## config.mk

```make
export PLATFORM = sky130hd
export DESIGN_NAME = mips_cpu_lsu_avalon
export DESIGN_NICKNAME = d
export VERILOG_FILES = /design/src/rtl/mips_cpu_lsu_avalon.sv
export SDC_FILE = /design/constraint.sdc
export NUM_CORES = 1
export LEC_CHECK = 0
export BUFFER_PORTS_ARGS = -buffer_cell sky130_fd_sc_hd__clkbuf_2
export CAP_MARGIN = 0
export CORE_ASPECT_RATIO = 0.9
export CORE_MARGIN = 4
export CORE_UTILIZATION = 45
export CTS_CLUSTER_DIAMETER = 100
export CTS_CLUSTER_SIZE = 14
export DETAILED_ROUTE_END_ITERATION = 7
export GPL_TIMING_DRIVEN = 1
export MAX_ROUTING_LAYER = met4
export PLACE_DENSITY = 0.75
export REMOVE_ABC_BUFFERS = 1
export SLEW_MARGIN = 20
export SYNTH_ARGS = -nofsm -noshare
export SYNTH_HDL_FRONTEND = slang
export SYNTH_SLANG_ARGS = --single-unit
```

## constraint.sdc

```tcl
create_clock -name clk -period 5.1 [get_ports clk]
set_clock_uncertainty 0.2 [all_clocks]
set_input_delay 0.51 -clock clk [delete_from_list [all_inputs] [get_ports clk]]
set_output_delay 0.51 -clock clk [all_outputs]
set_load 0.01 [all_outputs]
```

## src/rtl/mips_cpu_lsu_avalon.sv

```systemverilog
// Load/store unit bridging the MIPS execute stage and an Avalon-MM data bus.
// Aligns store data into byte lanes, extracts and extends load data, stalls
// the pipeline while a bus access is in flight and flags bad requests.
module mips_cpu_lsu_avalon #(
  parameter int unsigned MAX_WAIT = 0
) (
  input  logic        clk,
  input  logic        rst_n,
  input  logic        req_valid,
  input  logic        req_write,
  input  logic [1:0]  req_size,
  input  logic        req_unsigned,
  input  logic [31:0] req_addr,
  input  logic [31:0] req_wdata,
  output logic        req_ready,
  output logic        resp_valid,
  output logic [31:0] resp_rdata,
  output logic        resp_err,
  output logic        stall,
  output logic [31:0] avm_address,
  output logic        avm_read,
  output logic        avm_write,
  output logic [3:0]  avm_byteenable,
  output logic [31:0] avm_writedata,
  input  logic        avm_waitrequest,
  input  logic [31:0] avm_readdata
);

  localparam int CW = (MAX_WAIT > 1) ? $clog2(MAX_WAIT) : 1;

  typedef enum logic [1:0] {IDLE, BUS, RESP} state_t;

  state_t        state;
  logic [CW-1:0] wait_cnt;
  logic [1:0]    lat_size;
  logic [1:0]    lat_off;
  logic          lat_unsigned;

  logic          req_illegal;
  logic [3:0]    be_next;
  logic [31:0]   wdata_next;
  logic [31:0]   load_ext;
  logic [7:0]    byte_sel;
  logic [15:0]   half_sel;

  // Classify the incoming request and build its lane enables and store data
  always_comb begin
    req_illegal = 1'b0;
    be_next     = 4'b0000;
    wdata_next  = req_wdata;
    case (req_size)
      2'b00: begin
        be_next    = 4'b0001 << req_addr[1:0];
        wdata_next = {4{req_wdata[7:0]}};
      end
      2'b01: begin
        req_illegal = req_addr[0];
        be_next     = req_addr[1] ? 4'b1100 : 4'b0011;
        wdata_next  = {2{req_wdata[15:0]}};
      end
      2'b10: begin
        req_illegal = (req_addr[1:0] != 2'b00);
        be_next     = 4'b1111;
        wdata_next  = req_wdata;
      end
      default: begin
        req_illegal = 1'b1;
      end
    endcase
  end

  // Pick the addressed lane out of the read data and extend it to 32 bits
  always_comb begin
    byte_sel = avm_readdata[8*lat_off +: 8];
    half_sel = lat_off[1] ? avm_readdata[31:16] : avm_readdata[15:0];
    case (lat_size)
      2'b00:   load_ext = lat_unsigned ? {24'b0, byte_sel} : {{24{byte_sel[7]}}, byte_sel};
      2'b01:   load_ext = lat_unsigned ? {16'b0, half_sel} : {{16{half_sel[15]}}, half_sel};
      default: load_ext = avm_readdata;
    endcase
  end

  assign req_ready = (state == IDLE);
  assign stall     = ((state == IDLE) && req_valid) || (state == BUS);

  // Access sequencer: accept in IDLE, hold the bus until the slave is ready or we give up, then respond once
  always_ff @(posedge clk or negedge rst_n) begin
    if (!rst_n) begin
      state          <= IDLE;
      wait_cnt       <= '0;
      lat_size       <= 2'b00;
      lat_off        <= 2'b00;
      lat_unsigned   <= 1'b0;
      avm_address    <= 32'b0;
      avm_read       <= 1'b0;
      avm_write      <= 1'b0;
      avm_byteenable <= 4'b0;
      avm_writedata  <= 32'b0;
      resp_valid     <= 1'b0;
      resp_rdata     <= 32'b0;
      resp_err       <= 1'b0;
    end else begin
      case (state)
        IDLE: begin
          if (req_valid) begin
            if (req_illegal) begin
              resp_valid <= 1'b1;
              resp_err   <= 1'b1;
              resp_rdata <= 32'b0;
              state      <= RESP;
            end else begin
              avm_address    <= {req_addr[31:2], 2'b00};
              avm_read       <= ~req_write;
              avm_write      <= req_write;
              avm_byteenable <= be_next;
              avm_writedata  <= wdata_next;
              lat_size       <= req_size;
              lat_off        <= req_addr[1:0];
              lat_unsigned   <= req_unsigned;
              wait_cnt       <= '0;
              state          <= BUS;
            end
          end
        end
        BUS: begin
          if (!avm_waitrequest) begin
            if (avm_read) begin
              resp_rdata <= load_ext;
            end
            avm_read   <= 1'b0;
            avm_write  <= 1'b0;
            resp_valid <= 1'b1;
            resp_err   <= 1'b0;
            state      <= RESP;
          end else if ((MAX_WAIT != 0) && (wait_cnt == CW'(MAX_WAIT - 1))) begin
            avm_read   <= 1'b0;
            avm_write  <= 1'b0;
            resp_valid <= 1'b1;
            resp_err   <= 1'b1;
            resp_rdata <= 32'b0;
            wait_cnt   <= '0;
            state      <= RESP;
          end else begin
            wait_cnt <= wait_cnt + CW'(1);
          end
        end
        RESP: begin
          resp_valid <= 1'b0;
          resp_err   <= 1'b0;
          state      <= IDLE;
        end
        default: begin
          state <= IDLE;
        end
      endcase
    end
  end

endmodule

```

# ---- After elaboration in Yosys (flattened, before gate mapping)
# Index checks and enable logic that the tools add are counted.
dict set report totals {
  register_bits 109
  latchBits 0
  ramBits 0
  rom_bits 0
  input_bits 104
  output_inout_bits 106
  wordCells 68
  mem_count 0
}
dict set report classes {
  add_sub_neg 0
  n_mul 0
  n_div 0
  order_cmp 0
  n_eq_ne 10
  shift 2
  mux 29
  n_bitwise 2
  reduce_logical 13
}
# operator count
set op_table {}
lappend op_table {{2-to-1 mux 32 bit} 6}
lappend op_table {{one-hot mux 32 bit (2 select lines)} 3}
lappend op_table {{indexed part select 32 x 6 -> 8 bit} 1}
lappend op_table {{2-to-1 mux 16 bit} 1}
lappend op_table {{one-hot mux 4 bit (3 select lines)} 1}
lappend op_table {{one-hot mux 1 bit (3 select lines)} 3}
lappend op_table {{2-to-1 mux 1 bit} 8}
lappend op_table {{inequality test 2 bit, second input constant} 4}
lappend op_table {{AND reduction 4 bit} 2}
lappend op_table {{== test 2 x 1 -> 1 bit, second input constant} 3}
lappend op_table {{zero test 2 bit} 3}
lappend op_table {{2-to-1 mux 2 bit} 3}
lappend op_table {{AND reduction 5 bit} 1}
lappend op_table {{== test 2 bit, second input constant} 2}
lappend op_table {{2-to-1 mux 4 bit} 1}
lappend op_table {{one-hot mux 1 bit (2 select lines)} 2}
lappend op_table {{one-hot mux 2 bit (2 select lines)} 1}
lappend op_table {{nonzero test 2 bit} 2}
lappend op_table {{left shift 1 x 2 -> 4 bit, first input constant} 1}
lappend op_table {{AND reduction 3 bit} 1}
lappend op_table {{nonzero test 3 bit} 1}
lappend op_table {{inequality test 2 x 1 -> 1 bit, second input constant} 1}
lappend op_table {{NOT 1 bit} 2}
lappend op_table {{AND reduction 2 bit} 1}
lappend op_table {{other kinds (2)} 2}

# ---- Depth between registers and ports, before layout
# Gate-level depths: netlist of the first run.
dict set report logic_depth {
  depth_word 6
  depth_mapped 8
  depth_no_buf 6
}

# ---- Worst setup path before layout of the first run
# No wires, ideal clock.
dict set report synth_timing {
  kind {register -> output}
  startpoint {register state[1]}
  endpoint {output port stall}
  t_arrival_ps 1348
  slack_ps 3042
  stages_incl_launch_ff 6
  path_buffers 2
  path_cell_list {dfrtp_1 > inv_1 > ha_1 > clkbuf_1 > clkbuf_1 > a21o_1}
}
dict set report synth_via {
  elab_chain_cells 3
  word_cells_on_any_way 4
  cone_classes {1 x eq/ne; 3 x reduce/logical}
}
# element line
set synth_lines {}
lappend synth_lines {{start: declaration} 33} ;# state_t state;
lappend synth_lines {{start signal: assignment} 89} ;# state <= IDLE;
lappend synth_lines {{start signal: assignment} 110} ;# state <= RESP;
lappend synth_lines {{start signal: assignment} 121} ;# state <= BUS;
lappend synth_lines {{zero test 2 bit} 84} ;# assign stall = ((state == IDLE) && req_valid) || (state == BUS);
lappend synth_lines {{logical AND 1 bit} 84}
lappend synth_lines {{logical OR 1 bit *} 84}
lappend synth_lines {{end: declaration} 19} ;# output logic stall,
# Every way passes the cells marked *; elsewhere a longest branch is shown, timed or not.

# ---- Worst setup path after layout of the first run
dict set report layout_timing {
  startpoint {register state[1]}
  endpoint {register resp_rdata[12]}
}
dict set report layout_via {
  elab_chain_cells 3
  word_cells_on_any_way 9
  cone_classes {5 x eq/ne; 1 x mux; 3 x reduce/logical}
}
# element line
set layout_lines {}
lappend layout_lines {{== test 2 x 1 -> 1 bit / zero test 2 bit (equally long branches)} 103} ;# case (state)
lappend layout_lines {{inequality test 2 bit (no source line), or another cell as far along} -}
lappend layout_lines {{AND reduction 5 bit (no source line)} -}
lappend layout_lines {{end signal: assignment} 128} ;# resp_rdata <= load_ext;
lappend layout_lines {{end: declaration} 17} ;# output logic [31:0] resp_rdata,
# Several ways; a longest one is shown, not always the timed one.
# A chain may end at the register's enable or synchronous reset.

==> results of run 1 <==
==> synthesized netlist by cell type (2+ instances only) <==
library cell / number / area share
mux2_2: 4 / 0.0082
a22oi_1: 17 / 0.023
buf_2: 12 / 0.011
mux2i_1: 50 / 0.091
a22o_1: 11 / 0.017
buf_4: 2 / 0.0027
buf_6: 8 / 0.016
buf_1: 2 / 0.0014
ha_1: 4 / 0.0091
nand2_1: 32 / 0.022
or3_1: 2 / 0.0023
o221ai_1: 8 / 0.013
dfrtp_1: 109 / 0.49
a21o_1: 4 / 0.0054
a211oi_2: 2 / 0.0045
clkbuf_1: 12 / 0.0082
mux2_4: 43 / 0.12
nor2b_1: 7 / 0.0079
o2bb2ai_1: 16 / 0.025
o31ai_1: 2 / 0.0027
nand2b_1: 5 / 0.0057
inv_1: 17 / 0.012
a2bb2oi_1: 6 / 0.0095
o21ai_0: 33 / 0.030
o22ai_1: 7 / 0.0079
nor2_1: 15 / 0.010
a21oi_1: 14 / 0.013
==> worst paths after layout <==
path	startpoint	endpoint	slack, ps	cells after the start
worst max register to register	state[1]	resp_rdata[12]	2030	7
min in group clk	req_addr[29]	avm_address[29]	180	2
worst min-delay path	rst_n	resp_rdata[11]	-5	1
worst min register to register	avm_writedata[8]	avm_writedata[8]	290	2
max in group asynchronous	rst_n	avm_writedata[3]	3510	2
worst max-delay path	state[1]	resp_rdata[12]	2030	7
==> stage by stage <==
stage,hold slack (ps),worst slack (ps),util
6_report,-4.96,2030,0.573
5_1_grt,51.9,1800,0.573
4_1_cts,7.34,2060,0.573
3_5_place_dp,275,2080,0.547
3_3_place_gp,265,2230,0.547
2_1_floorplan,14.4,-1430,-
==> logic make-up (layout without fill, tap and decap cells) <==
kind of cell / count (synthesis) / count (layout) / share of synthesized area
AND/OR/NAND/NOR: 71 / 71 / 0.0624
flip-flops: 109 / 109 / 0.495
buffers and inverters: 54 / 245 / 0.0520
other: 1 / 2 / 0.000680
adder cells (fa/ha/maj): 4 / 4 / 0.00907
multiplexers: 97 / 97 / 0.216
AO/OA/AOI/OAI: 127 / 127 / 0.165
==> state kept, by name, summed over array words and instances (netlist names) <==
signal and count:
avm_address 30, avm_byteenable 4, avm_read 1, avm_write 1, avm_writedata 32, lat_off 2, lat_size 2, lat_unsigned 1
resp_err 1, resp_rdata 32, resp_valid 1, state 2
==> critical path: cells and delay by family (launching register included) <==
family,cells,cell delay [ps]
DFF,1,410
and+or+nand+nor,2,680
adders and majority gates,1,620
AOI/OAI and AO/OA,2,510
buffers and inverters,2,520
==> area by class of cell <==
class / instances / area [sq um]
clock buffers: 9 / 225
well taps: 160 / 200
multi-input cells: 301 / 2510
flip-flops and latches: 109 / 2730
fillers: 1022 / 5140
repair buffers: 212 / 1090
clock inverters: 7 / 80.1
inverters: 17 / 63.8
==> report_power, final <==
| part | internal, uW | switching [uW] | total, uW |
|---|---|---|---|
| clock network | 388 | 335 | 723 |
| logic | 894 | 957 | 1850 |
| registers | 1260 | 327 | 1590 |
| total | 2550 | 1620 | 4160 |
==> per-layer routing <==
layer	wire (um)	part of all wire	up-vias	track usage
li1	-	-	2042	-
met1	6530	0.43	2147	0.284
met2	7120	0.47	192	0.356
met3	1260	0.084	17	0.0769
met4	180	0.012	0	0.0504
met5	0	0	-	-
==> flow_metrics.py, run 1 <==
metrics = {
    "status": {
        "outcome": "finished, violations left",
        "violations": "hold timing",
    },
    "drt": {
        "drc_errors": 0,
        "drt_iter0_markers": 363,
        "routed_via_density": 5.40,
        "wl_per_cell_um": 18.5,
        "wirelength_um": 15100,
        "drtAntennaViolNets": 0,
        "drt_pass1_iterations": 4,
        "vias": 4398,
    },
    "synthesis": {
        "yosys_warnings": 0,
        "synth_area_sq_um": 5520,
        "synthArstFlopShare": 1.00,
        "synth-seq-cells": 109,
        "synthFlopType": "dfrtp_1",
        "ys_seq_area_frac": 0.495,
        "synth-edff-count": 0,
        "ys_types": 46,
        "synthCells": 463,
        "syn_area_per_cell_sq_um": 11.9,
    },
    "power_and_ir_drop": {
        "leakage_uw": 0.00365,
        "total_power_uw": 4160,
        "peakVddDrop_mv": 0.349,
        "powerDensity_nw_per_um2": 604,
    },
    "clock_tree": {
        "root_buffer": "clkbuf_16",
        "path_clk_slew_ps": 80,
        "insertion_delay_ps": 350,
        "cts_tree": "built",
        "cts_buffer_depth": 2,
        "cts_hold_buf": 0,
        "htree_num_levels": 3,
        "cts_made_buffers": 9,
        "post_cts_buffers": 0,
        "cts_resized": 0,
        "cts.sinks": 109,
    },
    "place": {
        "dp.cells": 799,
        "port_buffers": 207,
        "dp_hpwl_um": 11000,
        "placed_area_sq_um": 6590,
        "gp_congestion": 0.829,
    },
    "grt": {
        "grt_pass1_vias": 4695,
        "grt_max_degree": 102,
        "grt.total_usage": 0.225,
        "grt_antenna_before_repair": 0,
        "grt_pass1_wl_um": 24800,
        "grt_overflow": 0,
    },
    "floorplanning": {
        "ios": 210,
        "core-area_sq_um": 12000,
        "row_count": 38,
        "die_y_um": 113,
        "die_x_um": 125,
        "initial_core_util": 0.458,
        "dieArea_sq_um": 14100,
    },
    "setup_path": {
        "crit_path_max_incr_delay_ps": 620,
        "worstPathArrival_ps": 3110,
        "cp-start-kind": "flop",
        "cp_cell_sequence": "inv_1 -> ha_1 -> nor2_1 -> a211oi_2 -> nand2_1 -> buf_4 -> a22o_1",
        "required_ps": 5140,
        "cp_max_fo": 21,
        "cpMaxStageDelayCell": "ha_1",
        "critPathKind": "flop to flop",
        "end_kind": "flop",
    },
    "cells_and_area": {
        "final_cells": 815,
        "drive_gt1_frac": 0.438,
        "final_common_cell": "clkbuf_2",
        "fin_nets": 758,
        "final_cell_mix": "206 x clkbuf_2, 109 x dfrtp_1, 50 x mux2i_1",
        "design_area_sq_um": 6890,
        "diodes": 0,
        "syn2layout_area_growth_pct": 25.0,
    },
    "timing": {
        "fin_hold_ws_ps": -4.96,
        "fin_crit_sh": 0.601,
        "rsz0062_at_grt": "false",
        "slew_violations": 0,
        "setup_viol": 0,
        "timing.final.crit_period_ps": 3070,
        "setup-tns-final_ps": 0,
        "slew_headroom": 0.232,
        "finalHoldViolCount": 3,
        "tightest_slew_ps": 1150,
        "clock.fmax_mhz": 326,
    },
    "flow_run": {
        "maxCapViolCount": 0,
    },
    "min_path": {
        "hold_class": "input pin to async pin",
    },
}
(Power assumes the default switching activity.)
==> run 2: changes to the inputs <==
Settings changed: ABC_AREA from default to 1, CORE_UTILIZATION 45 to 44, PLACE_DENSITY 0.75 to 0.77.
Clock period 5.1 ns to 2.7 ns, I/O delays scaled along.
==> flow_metrics.py, run 2 <==
metrics = {
    "synthesis": {
        "syn_area_per_cell_sq_um": 7.53,
        "yosysMostFrequentCell": "nand2_1",
        "synthDominantCellAreaShare": 0.517,
        "ys_seq_area_frac": 0.517,
        "yosysTopAreaCell": "dfrtp_1",
        "synthFlopType": "dfrtp_1",
        "synthTopCellsByArea": "dfrtp_1 52%, nand2_1 26%, nor2_1 4.1%, o21ai_0 3.4%, a21oi_1 2.1%",
        "synthArstFlopShare": 1.00,
        "yosys_warnings": 0,
        "yosys-top-cells-count": "359 x nand2_1, 109 x dfrtp_1, 57 x nor2_1",
        "synth_area_sq_um": 5270,
        "synth-seq-cells": 109,
        "synthCells": 700,
        "synth-edff-count": 0,
        "ys_types": 30,
    },
    "flow_run": {
        "maxCapViolCount": 0,
    },
    "clock_tree": {
        "path_clk_slew_ps": 80,
        "htree_num_levels": 3,
        "cts_buffer_depth": 2,
        "cts_resized": 0,
        "cts_made_buffers": 9,
        "post_cts_buffers": 0,
        "root_buffer": "clkbuf_16",
        "cts.sinks": 109,
        "cts_tree": "built",
        "cts_hold_buf": 43,
        "insertion_delay_ps": 340,
    },
    "setup_path": {
        "cp-start-kind": "flop",
        "crit_family": "buffers and inverters",
        "rrSetupSlack_ps": 410,
        "end_kind": "flop",
        "reg2reg_depth": 6,
        "cp_cell_sequence": "inv_1 -> ha_1 -> nand2_1 -> nand3b_1 -> buf_4 -> o21ai_0",
        "r2r_end": "avm_writedata[25]",
        "critPathKind": "flop to flop",
        "required_ps": 2690,
        "cpMaxStageDelayCell": "buf_4",
        "critPathBufInv": 2,
        "worstPathArrival_ps": 2270,
        "crit_path_max_incr_delay_ps": 670,
        "cp_max_fo": 93,
        "r2r-start": "state[0]",
    },
    "drt": {
        "wirelength_um": 15700,
        "drc_errors": 0,
        "drt_iter0_markers": 413,
        "wl_per_cell_um": 14.3,
        "drt_pass1_iterations": 5,
        "drtAntennaViolNets": 0,
        "vias": 5425,
        "routed_via_density": 4.95,
    },
    "timing": {
        "slew_headroom": 0.425,
        "setup-tns-final_ps": 0,
        "rsz0062_at_grt": "false",
        "clock.fmax_mhz": 437,
        "setup_slack_ps": 413,
        "setup_viol": 0,
        "fin_hold_ws_ps": 6.88,
        "finalHoldViolCount": 0,
        "tightest_slew_ps": 862,
        "timing.final.crit_period_ps": 2290,
        "slew_violations": 0,
        "fin_crit_sh": 0.847,
    },
    "cells_and_area": {
        "drive_gt1_frac": 0.263,
        "diodes": 0,
        "final_cells": 1096,
        "fin_nets": 1043,
        "ff_latch_area_sq_um": 2730,
        "nFillCells": 1047,
        "final_common_cell": "nand2_1",
        "biggestRegsByFlops": "avm_writedata x32, resp_rdata x32, avm_address x30",
        "final_cell_mix": "359 x nand2_1, 206 x clkbuf_2, 109 x dfrtp_1",
        "syn2layout_area_growth_pct": 34.9,
        "multi_input_area_sq_um": 2250,
    },
    "power_and_ir_drop": {
        "total_power_uw": 7380,
        "power.switching_uw": 3160,
        "seqPwrFrac": 0.387,
        "internal_power_uw": 4210,
        "leakage_uw": 0.00415,
        "powerDensity_nw_per_um2": 1040,
        "swShare": 0.429,
        "clkPwrFrac": 0.178,
        "combPwrFrac": 0.436,
        "peakVddDrop_mv": 0.533,
    },
    "min_path": {
        "hold_class": "input pin to flop",
        "holdCritStartpoint": "req_wdata[31]",
        "holdPathStages": 3,
        "hold_end": "avm_writedata[31]",
    },
    "place": {
        "port_buffers": 207,
        "gp_congestion": 0.911,
        "dp.cells": 1037,
        "dp_hpwl_um": 11000,
        "pre_cts_ws_ps": 388,
    },
    "floorplanning": {
        "initial_core_util": 0.455,
        "row_count": 37,
        "die_y_um": 112,
        "core-area_sq_um": 11600,
        "die_x_um": 123,
        "dieArea_sq_um": 13800,
        "ios": 210,
    },
    "grt": {
        "grt_overflow": 0,
        "grt_pass1_wl_um": 25400,
        "grt_antenna_before_repair": 0,
        "grt.total_usage": 0.237,
        "grt_max_degree": 94,
        "grt_pass1_vias": 5196,
    },
    "status": {
        "outcome": "completed",
    },
}
[run 2: cell types whose count changed after synthesis, sizes merged, moves of 23 or more]
cell	change
mux2	-47
nor2	+44
mux2i	-50
nand3	+23
nand2	+331
[run 2: worst register-to-register path, delay by kind of cell (launching register included)]
kind            cells  cell delay, ps
compound gates      1             260
fa+ha+maj           1             280
buf+inv             2             750
flops               1             410
simple gates        2             240
[run 2: final cells by class]
cell class,instances,share of cell area
clock buffers,9,0.0317
clock inverters,7,0.0109
inverters,22,0.0127
multi-input cells,534,0.316
flip-flops and latches,109,0.383
well taps,156,0.0274
repair buffers,259,0.218
[run 2: power by group through the flow]
stage / sequential [uW] / clock, uW / combinational, uW
after floorplan: 3130 / 0 / 1510
after global placement: 2860 / 0 / 3120
after detailed placement: 2840 / 0 / 3210
after CTS: 2850 / 1350 / 3240
after global routing: 2950 / 1400 / 3630
final: 2850 / 1310 / 3220
[run 2: how the worst max path moves through the flow]
stage                  start           endpoint  slack [ps]  cells past startpoint
floorplan           state[0]  avm_writedata[16]       -1440                      7
global placement    state[0]  avm_writedata[25]         530                      6
detailed placement  state[0]  avm_writedata[25]         390                      6
CTS                 state[0]  avm_byteenable[2]         390                      6
global route        state[0]  avm_byteenable[2]         200                      6
finish              state[0]  avm_writedata[25]         410                      6
[run 2: through the flow]
| step | area, sq um | utilization |
|---|---|---|
| floorplan | 5070 | - |
| global placement | 6380 | 0.551 |
| detailed placement | 6380 | 0.551 |
| CTS | 7110 | 0.615 |
| global route | 7110 | 0.615 |
| finish | 7110 | 0.615 |
[run 2: cells by family after synthesis]
family / share of synthesized area
DFF: 0.517
and+or+nand+nor: 0.340
AOI/OAI and AO/OA: 0.0760
other: 0.000711
buffers and inverters: 0.0567
adders and majority gates: 0.00949
[run 2: per-layer routing]
metal / share of wire / GRT usage / vias to the layer above
li1: - / - / 2647
met1: 0.43 / 0.313 / 2472
met2: 0.46 / 0.356 / 260
met3: 0.082 / 0.0472 / 46
met4: 0.036 / 0.100 / 0
met5: 0 / - / -
